==> src/rtl/alu_res_pkg.sv <==
// alu_res_pkg: shared definitions for the ALU result stage.
//   - flag bit indices inside the 5-bit flags vector
//   - entry_t: one buffered result {y, flags, err} (14 bits)
//   - skid buffer occupancy states
//   - flag_err(): consistency check applied when a result is captured
package alu_res_pkg;

  localparam int PARITY    = 4;
  localparam int OVERFLOW  = 3;
  localparam int GREATER   = 2;
  localparam int LESS      = 1;
  localparam int IS_EQ     = 0;

  localparam int CNT_W_DEF = 16;

  typedef struct packed {
    logic [7:0] y;
    logic [4:0] flags;
    logic       err;
  } entry_t;

  localparam int ENTRY_W = $bits(entry_t);

  typedef enum logic [1:0] {
    ST_EMPTY = 2'd0,
    ST_ONE   = 2'd1,
    ST_TWO   = 2'd2
  } skid_state_e;

  // A result is inconsistent when the parity flag disagrees with y, or when
  // the compare outcome is not exactly one of greater/less/equal.
  function automatic logic flag_err(input logic [7:0] y, input logic [4:0] flags);
    logic [1:0] ncmp;
    ncmp = {1'b0, flags[GREATER]} + {1'b0, flags[LESS]} + {1'b0, flags[IS_EQ]};
    return (flags[PARITY] != ^y) || (ncmp != 2'd1);
  endfunction

endpackage

==> src/rtl/alu_res_skid.sv <==
// alu_res_skid: generic 2-entry skid buffer (main + skid register).
//   clk, rst            : clock, synchronous active-high reset
//   in_valid/in_ready   : upstream handshake; in_ready is a flop (= skid empty)
//   in_data[W]          : entry captured on input transfer
//   out_valid/out_ready : downstream handshake; out_valid is a flop
//   out_data[W]         : main register, stable while stalled
// Latency is one edge from input transfer to out_valid.
module alu_res_skid
  import alu_res_pkg::*;
#(
  parameter int W = 8
) (
  input  logic         clk,
  input  logic         rst,
  input  logic         in_valid,
  output logic         in_ready,
  input  logic [W-1:0] in_data,
  output logic         out_valid,
  input  logic         out_ready,
  output logic [W-1:0] out_data
);

  skid_state_e state, state_nx;
  logic [W-1:0] main_q, skid_q;
  logic         rdy_q, vld_q;
  logic         in_xfer, out_xfer;
  logic         load_main, load_skid, main_from_skid;

  assign in_ready  = rdy_q;
  assign out_valid = vld_q;
  assign out_data  = main_q;

  assign in_xfer  = in_valid && rdy_q;
  assign out_xfer = vld_q && out_ready;

  always_comb begin
    state_nx       = state;
    load_main      = 1'b0;
    load_skid      = 1'b0;
    main_from_skid = 1'b0;
    case (state)
      ST_EMPTY: begin
        if (in_xfer) begin
          state_nx  = ST_ONE;
          load_main = 1'b1;
        end
      end
      ST_ONE: begin
        case ({in_xfer, out_xfer})
          2'b10: begin
            // downstream stalled: park the new entry behind main
            state_nx  = ST_TWO;
            load_skid = 1'b1;
          end
          2'b01:   state_nx  = ST_EMPTY;
          2'b11:   load_main = 1'b1;
          default: ;
        endcase
      end
      ST_TWO: begin
        // in_ready is low here, so only the output side can move
        if (out_xfer) begin
          state_nx       = ST_ONE;
          load_main      = 1'b1;
          main_from_skid = 1'b1;
        end
      end
      default: state_nx = ST_EMPTY;
    endcase
  end

  always_ff @(posedge clk) begin
    if (rst) begin
      state  <= ST_EMPTY;
      main_q <= '0;
      skid_q <= '0;
      rdy_q  <= 1'b1;
      vld_q  <= 1'b0;
    end else begin
      state <= state_nx;
      // handshake flags are registered copies of the next occupancy
      rdy_q <= (state_nx != ST_TWO);
      vld_q <= (state_nx != ST_EMPTY);
      if (load_main) main_q <= main_from_skid ? skid_q : in_data;
      if (load_skid) skid_q <= in_data;
    end
  end

endmodule

==> src/rtl/alu_result_stage.sv <==
// alu_result_stage: registered output stage for ALU results.
//   clk, rst            : clock, synchronous active-high reset
//   in_valid/in_ready   : upstream handshake (in_ready registered)
//   in_y, in_flags      : ALU result and {parity,overflow,greater,less,is_eq}
//   out_valid/out_ready : downstream handshake
//   out_y, out_flags    : buffered result
//   out_err             : consistency error stored with the entry on out_*
//   sticky_ovf          : set by any accepted overflow result; clr_sticky clears
//   result_cnt          : number of accepted results, wraps mod 2^CNT_W
module alu_result_stage
  import alu_res_pkg::*;
#(
  parameter int CNT_W = CNT_W_DEF
) (
  input  logic             clk,
  input  logic             rst,
  input  logic             in_valid,
  output logic             in_ready,
  input  logic [7:0]       in_y,
  input  logic [4:0]       in_flags,
  output logic             out_valid,
  input  logic             out_ready,
  output logic [7:0]       out_y,
  output logic [4:0]       out_flags,
  output logic             out_err,
  output logic             sticky_ovf,
  input  logic             clr_sticky,
  output logic [CNT_W-1:0] result_cnt
);

  entry_t in_e, out_e;
  logic   in_xfer;

  // err is evaluated once at capture so it travels with the entry
  assign in_e.y     = in_y;
  assign in_e.flags = in_flags;
  assign in_e.err   = flag_err(in_y, in_flags);

  assign in_xfer = in_valid && in_ready;

  alu_res_skid #(.W(ENTRY_W)) u_skid (
    .clk       (clk),
    .rst       (rst),
    .in_valid  (in_valid),
    .in_ready  (in_ready),
    .in_data   (in_e),
    .out_valid (out_valid),
    .out_ready (out_ready),
    .out_data  (out_e)
  );

  assign out_y     = out_e.y;
  assign out_flags = out_e.flags;
  assign out_err   = out_e.err;

  always_ff @(posedge clk) begin
    if (rst) begin
      sticky_ovf <= 1'b0;
      result_cnt <= '0;
    end else begin
      // set has priority over clear
      if (in_xfer && in_flags[OVERFLOW]) sticky_ovf <= 1'b1;
      else if (clr_sticky)               sticky_ovf <= 1'b0;
      if (in_xfer) result_cnt <= result_cnt + 1'b1;
    end
  end

endmodule

==> config.mk <==
export PLATFORM = sky130hd
export DESIGN_NAME = alu_result_stage
export DESIGN_NICKNAME = d
export VERILOG_FILES = /design/src/rtl/alu_res_pkg.sv /design/src/rtl/alu_res_skid.sv /design/src/rtl/alu_result_stage.sv
export SDC_FILE = /design/constraint.sdc
export NUM_CORES = 1
export LEC_CHECK = 0
export CAP_MARGIN = 40
export CORE_ASPECT_RATIO = 0.75
export CORE_UTILIZATION = 25
export DETAILED_ROUTE_END_ITERATION = 6
export GPL_TIMING_DRIVEN = 0
export PLACE_DENSITY = 0.56
export SKIP_LAST_GASP = 1
export SLEW_MARGIN = 10
export SYNTH_ARGS = -nofsm -noshare
export SYNTH_HDL_FRONTEND = slang
export SYNTH_SLANG_ARGS = --single-unit
==> constraint.sdc <==
create_clock -name clk -period 2.3 [get_ports clk]
set_input_delay 0.46 -clock clk [delete_from_list [all_inputs] [get_ports clk]]
set_output_delay 0.46 -clock clk [all_outputs]
set_load 0.01 [all_outputs]
* Word level (Yosys, flattened, before mapping) *
Cells that the tools add are included.

cells by class
  eq/ne operators = 8
  $add $sub $neg = 3
  reductions and logical operators = 8
  muxes and demuxes = 14

operators with widths
  cell                     number
  $add A16 B1 Y16 const B  1
  $mux W14                 1
  $mux W1                  8
  $reduce_xor A8 Y1        1
  $eq A2 B2 Y1 const B     3
  $pmux W2 S3              1
  $eq A2 B1 Y1 const B     2
  $mux W2                  2
  $pmux W2 S2              1
  $reduce_bool A2 Y1       2
  $logic_and A1 B1 Y1      3
  $pmux W1 S3              1
  $add A1 B1 Y2            1
  $add A2 B1 Y2            1
  $logic_not A2 Y1         1
  $ne A2 B1 Y1 const B     1
  $ne A2 B2 Y1 const B     1
  $logic_or A1 B1 Y1       1
  $ne A1 B1 Y1             1

storage, ports and cells
  input port bits = 18
  logic and storage cells = 40
  output and inout bits = 33
  bits in registers = 49

* Logic depth before layout (Yosys ltp) *
  depth after elaboration = 5
  gate-level depth with buffers = 6
  depth with buffers taken out = 6

* By module *
Synthesis repeated with hierarchy kept, for this count alone.

unflattened totals
  cell total of the unflattened synthesis = 249
  area, all modules = 2319.7 sq um

by module, submodules not included
  module            area an instance (sq um)  times used  cells an instance  sequential area each (sq um)
  alu_res_skid      1433.9                    1           148                640.6
  alu_result_stage  885.8                     1           101                340.3

* Worst setup path after synthesis *
Ideal clock, no wire load.

  path kind = input to register
  start point = input port in_flags[0]
  end point = register u_skid.main_q[0], in the netlist u_skid.out_data[0]
  library setup time = 0.130 ns
  data required time = 2.170 ns
  path buffers = 0
  setup slack = 0.508 ns
  arrival = 1.663 ns
  stages = 6
  cells stage by stage = inv_1 -> fa_1 -> nand2b_1 -> or3b_1 -> mux2i_1 -> o32ai_1

between the ends
  cells in the longest elaborated chain, start to end = 4

ends and longest elaborated chain
  what                    RTL line                text
  start: declaration      alu_result_stage.sv:20  input logic [4:0] in_flags,
  $add A2 B1 Y2           alu_res_pkg.sv:34       ncmp = {1'b0, flags[GREATER]} + {1'b0, flags[LESS]} + {1'b0, flags[IS_EQ]};
  $ne A2 B1 Y1            alu_res_pkg.sv:35       return (flags[PARITY] != ^y) || (ncmp != 2'd1);
  $logic_or A1 B1 Y1      alu_res_pkg.sv:35
  $mux W14                alu_res_skid.sv:84      if (load_main) main_q <= main_from_skid ? skid_q : in_data;
  end signal: assignment  alu_res_skid.sv:84
  end: declaration        alu_res_skid.sv:24      logic [W-1:0] main_q, skid_q;

Every way passes these cells.
A chain may end at the register's enable or synchronous reset.

* Worst setup path after layout *
Ends and elaborated chain as after synthesis.

==> flow_summary.json <==
{
  "grt_overflow": 0,
  "hold_ws_ns": 0.486,
  "mostFrequentLayoutCells": "clkdlybuf4s50_1 (50), dfxtp_1 (49), nor2_1 (37), mux2i_1 (28), a211oi_1 (14)",
  "drt-vias-per-instance": 4.55,
  "ys_types": 42,
  "startpoint": "in_flags[0]",
  "critPathKind": "input port to register",
  "cts-root-buf": "clkbuf_16",
  "die_y_um": 84.2,
  "min_path_cells": 2,
  "drt_iter0_drc": 46,
  "ff2ff_path_depth": 5,
  "ios": 51,
  "power_density_nw_per_um2": 715,
  "ys_ff_latch": 49,
  "syn_nets": 252,
  "hold_viol": 0,
  "grt_pass1_wl_mm": 9.07,
  "drtPass1Iterations": 6,
  "start_kind": "input port",
  "grt_max_degree": 15,
  "critPathArrivalTime_ns": 2.33,
  "postCtsSetupBuffers": 0,
  "cts_sinks": 49,
  "skew_ns": 0.00878,
  "yosys.area.top_type": "dfxtp_1",
  "yosysTopAreaCellShare_pct": 43.6,
  "status": "finished, violations left",
  "rsz0062_at_grt": "false",
  "required_ns": 2.46,
  "setup_viol_count_final": 0,
  "insertion_delay_ns": 0.29,
  "slew_headroom_pct": 63.8,
  "reg2reg_setup_slack_ns": 0.58,
  "nNetsFinal": 309,
  "r2r-end": "result_cnt[14]",
  "ys_seq_area_share_pct": 43.6,
  "r2r_start": "result_cnt[0]",
  "synth_area_leaders": "dfxtp_1 (44%), mux2i_1 (12%), nor2_1 (6.2%), a211oi_1 (4.7%), xor2_1 (2.7%)",
  "die-area_sq_um": 9390,
  "period_share_pct": 94.2,
  "cts_inserted_buffers": 5,
  "dp_hpwl_mm": 4.02,
  "wl_per_cell_um": 13.7,
  "hp-class": "register to register",
  "ff_latch_area_sq_um": 981,
  "drv_slew": 0,
  "antenna_found_initial": 0,
  "syn_area_per_cell_sq_um": 9.70,
  "multiInputGateArea_sq_um": 1150,
  "drc": 3,
  "numPortBuffers": 50,
  "violations": "DRC",
  "drive_gt1_share_pct": 7.24,
  "ant_nets": 0,
  "period_needed_ns": 2.17,
  "routabilityCongestion": 0.698,
  "syn_area_sq_um": 2250,
  "worstSetupEndpoint": "u_skid.out_data[0]",
  "num-fill-cells": 858,
  "maxCapViolCount": 0,
  "syn_inst": 232,
  "crit_path_max_fanout": 3,
  "irDropWorstVdd_mv": 0.272,
  "grt_pass1_vias": 1770,
  "tns_ns": 0,
  "tightest_slew_ns": 0.544,
  "max_freq_mhz": 462,
  "cts_tree": "yes",
  "grt_usage_pct": 12.3,
  "clk_path_buf_depth": 2,
  "hold_buffers": 0,
  "htreeDepth": 2,
  "p_leak_uw": 0.00119,
  "antennaDiodeCount": 0,
  "syn_to_final_growth_pct": 35.9,
  "final_common_cell": "clkdlybuf4s50_1",
  "yosysWarnings": 0,
  "crit_path_end_kind": "register",
  "dieWidth_um": 112,
  "wl_mm": 5.44,
  "path_clk_slew_ns": 0.07,
  "num_rows": 29,
  "ctsResizeCount": 0,
  "design.core.area_sq_um": 8600,
  "via_count": 1811,
  "start_util_pct": 26.2
}
## stage by stage
stage | cell area, sq um | cells | total power (uW) | setup WS [ns] | utilization, %
floorplan | 2250 | 232 | 1180 | 0.508 | -
global placement | 2890 | 390 | 1350 | -0.129 | 33.6
detailed placement | 2890 | 390 | 1350 | -0.181 | 33.6
CTS | 3060 | 398 | 2210 | 0.133 | 35.6
global route | 3060 | 398 | 2290 | 0.0362 | 35.6
finish | 3060 | 398 | 2190 | 0.134 | 35.6
## report_power, final
group | switching [uW] | total [uW] | internal [uW]
sequential | 40.8 | 948 | 908
clock | 311 | 855 | 544
combinational | 180 | 384 | 205
total | 531 | 2190 | 1660
## how the worst min path moves through the flow
stage / start / end
3_5_place_dp: u_skid.skid_q[6] / u_skid.skid_q[6]
4_1_cts: result_cnt[15] / result_cnt[15]
3_3_place_gp: result_cnt[15] / result_cnt[15]
5_1_grt: u_skid.skid_q[6] / u_skid.skid_q[6]
6_report: result_cnt[15] / result_cnt[15]
2_1_floorplan: u_skid.skid_q[10] / u_skid.skid_q[10]
## sequential cells by signal (all words and copies together), names as in the netlist
signal / cells
sticky_ovf: 1
u_skid.skid_q: 14
u_skid.out_valid: 1
u_skid.state: 2
u_skid.out_data: 14
result_cnt: 16
u_skid.in_ready: 1
## metal layers
layer / GRT usage [%] / wire [um] / vias up
met1: 18.1 / 2960 / 836
met2: 17.8 / 2190 / 40
met5: 0 / 0 / -
met3: 3.18 / 233 / 5
met4: 2.95 / 52 / 0
li1: - / - / 930
## critical path, stage by stage
cell,delay [ns]
clkdlybuf4s50_1,0.52
inv_1,0.08
fa_1,0.48
nand2b_1,0.15
or3b_1,0.37
mux2i_1,0.16
o32ai_1,0.11
## layout make-up
cell class              count  area share [%]
clock inverters             1           0.982
well taps                 108            4.42
plain buffers              14            2.82
multi-input cells         161            37.7
inverters                   8           0.982
repair buffers             50            16.4
clock buffers               7            4.66
flip-flops and latches     49            32.1
## cell families after synthesis
| logic type | Yosys count | synth area share [%] |
|---|---|---|
| compound gates | 37 | 11.3 |
| xor+xnor | 14 | 6.67 |
| fa+ha+maj | 2 | 1.45 |
| buf+inv | 22 | 5.17 |
| flops | 49 | 43.6 |
| mux | 29 | 13.0 |
| simple gates | 79 | 18.8 |
## Yosys cell counts (all sizes together)
cell,count
clkbuf,6
o21ai,5
xor2,7
and2,4
o31ai,2
xnor3,2
xnor2,5
a31oi,1
and4,2
a211oi,14
inv,8
nand2,9
and3,1
nand4,6
nand3,6
or4,2
ha,1
o32ai,1
nand4b,1
o211ai,2
and3b,1
nor2,37
nand2b,1
nand4bb,1
fa,1
or3,5
buf,8
a21o,1
a21oi,10
dfxtp,49
a311oi,1
or3b,1
mux2,1
mux2i,28
nor2b,2
Note: power is estimated with default switching activity, not from simulation.
